File: src/rtl/seq_multiplier_taint_ctl.sv
// Shift-add sequential multiplier with start/done handshake and per-bit taint shadows.
// Latency WIDTH+2 cycles from accepted start to done; start is ignored while busy.
module seq_multiplier_taint_ctl #(
  parameter int WIDTH = 4
) (
  input  logic               clk,
  input  logic               rst_n,
  input  logic               start,
  input  logic               start_t,
  input  logic [WIDTH-1:0]   multiplier,
  input  logic [WIDTH-1:0]   multiplier_t,
  input  logic [WIDTH-1:0]   multiplicand,
  input  logic [WIDTH-1:0]   multiplicand_t,
  output logic               busy,
  output logic               done,
  output logic               done_t,
  output logic [2*WIDTH-1:0] product,
  output logic [2*WIDTH-1:0] product_t
);

  localparam int PW = 2 * WIDTH;
  localparam int SW = PW + 1;
  localparam int CW = (WIDTH > 1) ? $clog2(WIDTH) : 1;

  typedef enum logic [1:0] {
    IDLE = 2'd0,
    RUN  = 2'd1,
    DONE = 2'd2
  } state_t;

  state_t            state_q, state_d;
  logic [WIDTH-1:0]  mr, mr_t, md, md_t;
  logic [SW-1:0]     sum, sum_t;
  logic [CW-1:0]     count;
  logic              op_taint;

  logic [SW-1:0]     addend, sum_nxt, at, u;
  logic              last_iter;

  assign busy      = (state_q != IDLE);
  assign last_iter = (count == CW'(WIDTH - 1));

  always_comb begin
    state_d = state_q;
    case (state_q)
      IDLE:    if (start) state_d = RUN;
      RUN:     if (last_iter) state_d = DONE;
      DONE:    state_d = IDLE;
      default: state_d = IDLE;
    endcase
  end

  // One add+shift step; taint of a tainted multiplier bit covers the whole upper half.
  always_comb begin
    addend  = mr[0] ? {1'b0, md, {WIDTH{1'b0}}} : '0;
    sum_nxt = sum + addend;
    at      = mr[0] ? {1'b0, md_t, {WIDTH{1'b0}}} : '0;
    if (mr_t[0]) at = at | {1'b0, {WIDTH{1'b1}}, {WIDTH{1'b0}}};
    u = sum_t;
    if (mr[0] | mr_t[0]) begin
      u = sum_t | at;
      // A tainted bit may carry into every bit above it.
      for (int k = 1; k <= PW; k++) u[k] = u[k] | u[k-1];
    end
  end

  always_ff @(posedge clk) begin
    if (!rst_n) begin
      state_q   <= IDLE;
      mr        <= '0;
      mr_t      <= '0;
      md        <= '0;
      md_t      <= '0;
      sum       <= '0;
      sum_t     <= '0;
      count     <= '0;
      op_taint  <= 1'b0;
      done      <= 1'b0;
      done_t    <= 1'b0;
      product   <= '0;
      product_t <= '0;
    end else begin
      state_q <= state_d;
      done    <= (state_q == DONE);
      case (state_q)
        IDLE: begin
          if (start) begin
            mr       <= multiplier;
            mr_t     <= multiplier_t;
            md       <= multiplicand;
            md_t     <= multiplicand_t;
            sum      <= '0;
            sum_t    <= '0;
            count    <= '0;
            op_taint <= start_t;
          end
        end
        RUN: begin
          sum   <= sum_nxt >> 1;
          sum_t <= u >> 1;
          mr    <= mr >> 1;
          mr_t  <= mr_t >> 1;
          count <= count + CW'(1);
        end
        DONE: begin
          done_t    <= op_taint;
          product   <= sum[PW-1:0];
          product_t <= op_taint ? {PW{1'b1}} : sum_t[PW-1:0];
        end
        default: ;
      endcase
    end
  end

endmodule
File: config.mk
export PLATFORM = sky130hd
export DESIGN_NAME = seq_multiplier_taint_ctl
export DESIGN_NICKNAME = d
export VERILOG_FILES = /design/src/rtl/seq_multiplier_taint_ctl.sv
export SDC_FILE = /design/constraint.sdc
export NUM_CORES = 1
export LEC_CHECK = 0
export ABC_AREA = 1
export CORE_MARGIN = 8
export CORE_UTILIZATION = 40
export CTS_BUF_LIST = sky130_fd_sc_hd__clkbuf_8
export DETAILED_ROUTE_END_ITERATION = 8
export GPL_ROUTABILITY_DRIVEN = 0
export GPL_TIMING_DRIVEN = 0
export PLACE_DENSITY_LB_ADDON = 0.05
export SLEW_MARGIN = 25
export SYNTH_ARGS = -nofsm -noshare
export SYNTH_HDL_FRONTEND = slang
export SYNTH_SLANG_ARGS = --single-unit
File: constraint.sdc
create_clock -name clk -period 1.9 [get_ports clk]
set_input_delay 0.38 -clock clk [delete_from_list [all_inputs] [get_ports clk]]
set_output_delay 0.38 -clock clk [all_outputs]
set_load 0.02 [all_outputs]
Yosys cells after proc, flatten, opt, wreduce, memory -nomap -nowiden
Cells that the tools add are included.
{"block": "word_totals", "mem_bits_ro": 0, "register_bits": 57, "n_memories": 0, "out_inout_bits": 19, "ramBits": 0, "latchBits": 0}
{"block": "op_classes", "n_lt_le_gt_ge": 0, "bitwise_logic": 10, "n_addsub": 2, "n_div": 0, "n_mux": 17, "n_eq_ne": 5, "multipliers": 0, "shifts": 0, "n_reduce_logical": 6}
{"operator": "case mux 9 bit (2 select lines)", "n": 2}
{"operator": "two-way mux 8 bit", "n": 4}
{"operator": "two-way mux 9 bit", "n": 2}
{"operator": "case mux 4 bit (2 select lines)", "n": 2}
{"operator": "adder 9 x 8 -> 9 bit", "n": 1}
{"operator": "bitwise OR 1 bit", "n": 9}
{"operator": "bitwise OR 9 bit", "n": 1}
{"operator": "two-way mux 4 bit", "n": 2}
{"operator": "case mux 2 bit (2 select lines)", "n": 2}
{"operator": "two-way mux 2 bit", "n": 3}
{"operator": "AND reduction 2 bit", "n": 3}
{"operator": "equality test 2 bit, second input constant", "n": 2}
{"operator": "inequality test 2 bit, second input constant", "n": 2}
{"operator": "nonzero test 2 bit", "n": 2}
{"operator": "adder 2 x 1 -> 2 bit, second input constant", "n": 1}
{"operator": "equality test 2 x 1 -> 1 bit, second input constant", "n": 1}
{"operator": "zero test 2 bit", "n": 1}

Longest topological paths before layout
{"block": "logic_depth", "ltp_word": 13, "ltp_mapped": 9, "depth_no_buf": 8}

Worst setup path before layout
No wires, ideal clock.
{"block": "synth_path", "kind": "flip-flop to flip-flop", "startpoint": "reg mr[0]", "endpoint": "reg sum[7]", "path_stages_with_launch": 10, "arrival_time_ps": 1503, "path_buffers": 1, "setup_slack_ps": 275, "required_time_ps": 1778, "cell_sequence": "dfxtp_1 > buf_2 > nand2_1 > inv_1 > ha_1 > fa_1 > a21oi_1 > nor2_1 > o21ai_0 > a21oi_2"}
{"block": "synth_between", "elab_chain_cells": 3}
{"item": "start, declared", "line": "32", "rtl": "logic [WIDTH-1:0] mr, mr_t, md, md_t;"}
{"item": "start signal, assigned", "line": "88", "rtl": "mr <= multiplier;"}
{"item": "start signal, assigned", "line": "101", "rtl": "mr <= mr >> 1;"}
{"item": "two-way mux 8 bit", "line": "55", "rtl": "addend = mr[0] ? {1'b0, md, {WIDTH{1'b0}}} : '0;"}
{"item": "adder 9 x 8 -> 9 bit", "line": "56", "rtl": "sum_nxt = sum + addend;"}
{"item": "case mux 9 bit (2 select lines)", "line": "85", "rtl": "case (state_q)"}
{"item": "end signal, assigned", "line": "99", "rtl": "sum <= sum_nxt >> 1;"}
{"item": "end, declared", "line": "33", "rtl": "logic [SW-1:0] sum, sum_t;"}
No other way between the ends.
A chain may end at the register's enable or synchronous reset.

Worst setup path in the final report
Same ends and word-level chain as after synthesis.

==> flow_metrics.py <==
metrics = {
    "cells_and_area": {
        "final_layout_size_suffix_gt1_share_pct": 11.6,
        "regArea_um2": 1100,
        "diodes": 0,
        "num-fill-cells": 579,
        "syn_to_final_growth_pct": 25.5,
        "nets": 361,
        "multi_input_area_um2": 996,
    },
    "logic_synthesis": {
        "syn_nets": 317,
        "synth_area_um2": 2280,
        "synthTopCellsByCount": "dfxtp_1 (55), nand2_1 (47), nor2_1 (47)",
        "netlist_instances": 291,
        "ys_ff_latch": 55,
        "synth_top_area_share_pct": 48.3,
        "ys_top_cells_by_area": "dfxtp_1 (48%), nand2_1 (7.7%), nor2_1 (7.7%)",
        "ys.flop_type": "dfxtp_1",
        "synth.most_common_cell": "dfxtp_1",
        "synth_top_cell_by_area": "dfxtp_1",
        "avgSynthCellArea_um2": 7.84,
        "yosys_warnings": 0,
        "synth_edf_count": 0,
        "synth-async-reset-ratio_pct": 0,
        "seq_area_frac_synth_pct": 48.3,
        "synth.distinct_cells": 27,
    },
    "sta": {
        "finalCritPeriodShare_pct": 90.8,
        "hold_viol": 0,
        "fin_skew_ps": 4.17,
        "final-setup-viol-count": 0,
        "fmax_mhz": 579,
        "finalMaxSlewViolations": 0,
        "period_minus_slack_ps": 1730,
        "fin_ws_ps": 174,
        "tns_ps": 0,
        "rsz0062_at_grt": "no",
        "worst_pin_slew_ps": 446,
        "slew_headroom_pct": 70.2,
    },
    "die": {
        "dieWidth_um": 91.5,
        "coreArea_um2": 5510,
        "dieArea_um2": 8380,
        "die_y_um": 91.5,
        "start_util_pct": 41.4,
        "rows": 27,
        "io-pin-count": 39,
    },
    "setup_path": {
        "cp_data_required_time_ps": 2090,
        "critPathBufInv": 2,
        "max_stage_delay_ps": 400,
        "worst-setup-path-type": "reg -> reg",
        "path_cells": "buf_2 -> nand2_1 -> inv_1 -> ha_1 -> fa_1 -> a21oi_1 -> nor2_1 -> o21ai_1 -> a21oi_2",
        "critical_path.endpoint_type": "flop",
        "cp_max_fo": 10,
        "cpMaxStageDelayCell": "fa_1",
        "crit_path_start_kind": "flop",
        "crit_arrival_ps": 1920,
        "cpLargestDelayFamily": "adder cells",
    },
    "route": {
        "detail-route-antenna-nets": 0,
        "wl_per_cell_um": 13.0,
        "drtIter0Drc": 141,
        "drc": 0,
        "detail_route.first_pass.iterations": 4,
        "vias_per_cell": 4.79,
        "wirelength_um": 5300,
        "num_vias": 1956,
    },
    "place": {
        "place_ws_ps": 136,
        "io_buffers": 37,
        "dp_hpwl_um": 3910,
    },
    "grt": {
        "grt_usage_pct": 13.1,
        "grt_max_degree": 17,
        "antenna_found_initial": 0,
        "gr-total-overflow": 0,
        "grt_pass1_vias": 1882,
        "grt_pass1_wl_um": 9120,
    },
    "clock_network": {
        "htreeDepth": 2,
        "clkLatencyLatePin_ps": 300,
        "postCtsHoldBufs": 0,
        "clkSlewWorstSetupHoldPaths_ps": 90,
        "clk_path_buf_depth": 2,
        "cts_made_buffers": 5,
        "cts_tree": "built",
        "cts_root_buf": "clkbuf_8",
        "clock_sinks": 55,
    },
    "min_path": {
        "hp-class": "in -> reg",
    },
    "flow_run": {
        "cap_violations": 0,
    },
    "power_and_ir_drop": {
        "leakage_nw": 1.17,
        "power.total_mw": 2.32,
        "powerDensity_nw_per_um2": 810,
        "peakVddDrop_mv": 0.437,
    },
    "status": {
        "outcome": "finished clean",
    },
}
cell usage in the layout, fill, tap and decap left out:
master | netlist | final
buf_6 | 2 | 2
nand3_1 | 7 | 7
nand4_1 | 1 | 1
nor3_1 | 3 | 3
clkinv_4 | 1 | 1
fa_1 | 1 | 1
o21ai_0 | 35 | 34
a22oi_1 | 3 | 3
nor2_2 | 3 | 3
buf_4 | 1 | 1
a21oi_1 | 23 | 23
a21oi_2 | 6 | 6
ha_1 | 5 | 5
buf_2 | 8 | 8
inv_1 | 19 | 19
o32ai_2 | 2 | 2
nand3_2 | 1 | 1
o21ai_1 | 2 | 3
dlymetal6s2s_1 | 0 | 1
nor2_1 | 47 | 47
inv_2 | 5 | 5
nand2_1 | 47 | 47
a31oi_1 | 6 | 6
clkbuf_1 | 4 | 4
nand2_4 | 1 | 1
nand2_2 | 1 | 1
o22ai_1 | 2 | 2
clkbuf_8 | 0 | 6
clkinv_2 | 0 | 1
dfxtp_1 | 55 | 55
bufinv_16 | 0 | 1
clkdlybuf4s50_1 | 0 | 36
cell families after synthesis:
family          share of synthesized area [%]
simple gates                             20.0
compound gates                           20.1
buf+inv                                  8.06
flops                                    48.3
fa+ha+maj                                3.62
worst reg2reg max path: stages (launching register included):
cell and delay (ps):
dfxtp_1 300, buf_2 180, nand2_1 90, inv_1 40
ha_1 190, fa_1 400, a21oi_1 150, nor2_1 50
o21ai_1 150, a21oi_2 70
report_power, final:
group,total (mW),leakage [nW],switching [mW],internal [mW]
Clock,0.793,0.0612,0.366,0.427
Sequential,1.23,0.448,0.0283,1.20
Combinational,0.298,0.659,0.178,0.120
Total,2.32,1.17,0.572,1.75
layer usage:
| layer | global-route usage [%] | share of wire (%) |
|---|---|---|
| met4 | 3.41 | 1.3 |
| met1 | 17.8 | 51 |
| met2 | 19.1 | 40 |
| met3 | 4.69 | 7.3 |
| met5 | 0 | 0 |
per-stage QoR:
| stage | utilization [%] | hold WS, ps | cells | instance area, um^2 |
|---|---|---|---|---|
| finish | 52.0 | 422 | 408 | 2860 |
| global route | 52.0 | 404 | 408 | 2860 |
| CTS | 51.9 | 405 | 408 | 2860 |
| detailed placement | 49.8 | 457 | 400 | 2740 |
| global placement | 49.8 | 450 | 400 | 2740 |
| floorplan | - | 429 | 291 | 2280 |
worst paths after layout:
path,slack [ps],to,startpoint,cells past startpoint
setup / recovery,170,sum[7],mr[0],9
hold / removal,420,mr_t[1],rst_n,3
setup reg to reg,170,sum[7],mr[0],9
hold reg to reg,470,mr_t[3],mr_t[3],2
final cells by class:
class / instances / area share, %
Buffer: 15 / 2.97
Clock buffer: 6 / 2.89
Multi-Input combinational cell: 196 / 34.8
Sequential cell: 55 / 38.5
Tap cell: 72 / 3.15
Timing Repair Buffer: 37 / 13.0
Clock inverter: 2 / 1.22
Inverter: 25 / 3.45
flip-flops by register name, indices dropped and copies added, names as in the netlist:
name / flops
product_t: 8
done_t: 1
sum: 8
state_q: 2
mr_t: 4
product: 8
done: 1
md_t: 4
sum_t: 8
md: 4
count: 2
op_taint: 1
mr: 4
timing repair:
action | CTS | global route
setup endpoints to repair | 0 | 2
gates resized for setup | 0 | 2
endpoints found under the hold margin | 0 | 0
buffers inserted | 0 | 0
Power figures use the tool's default switching activity.
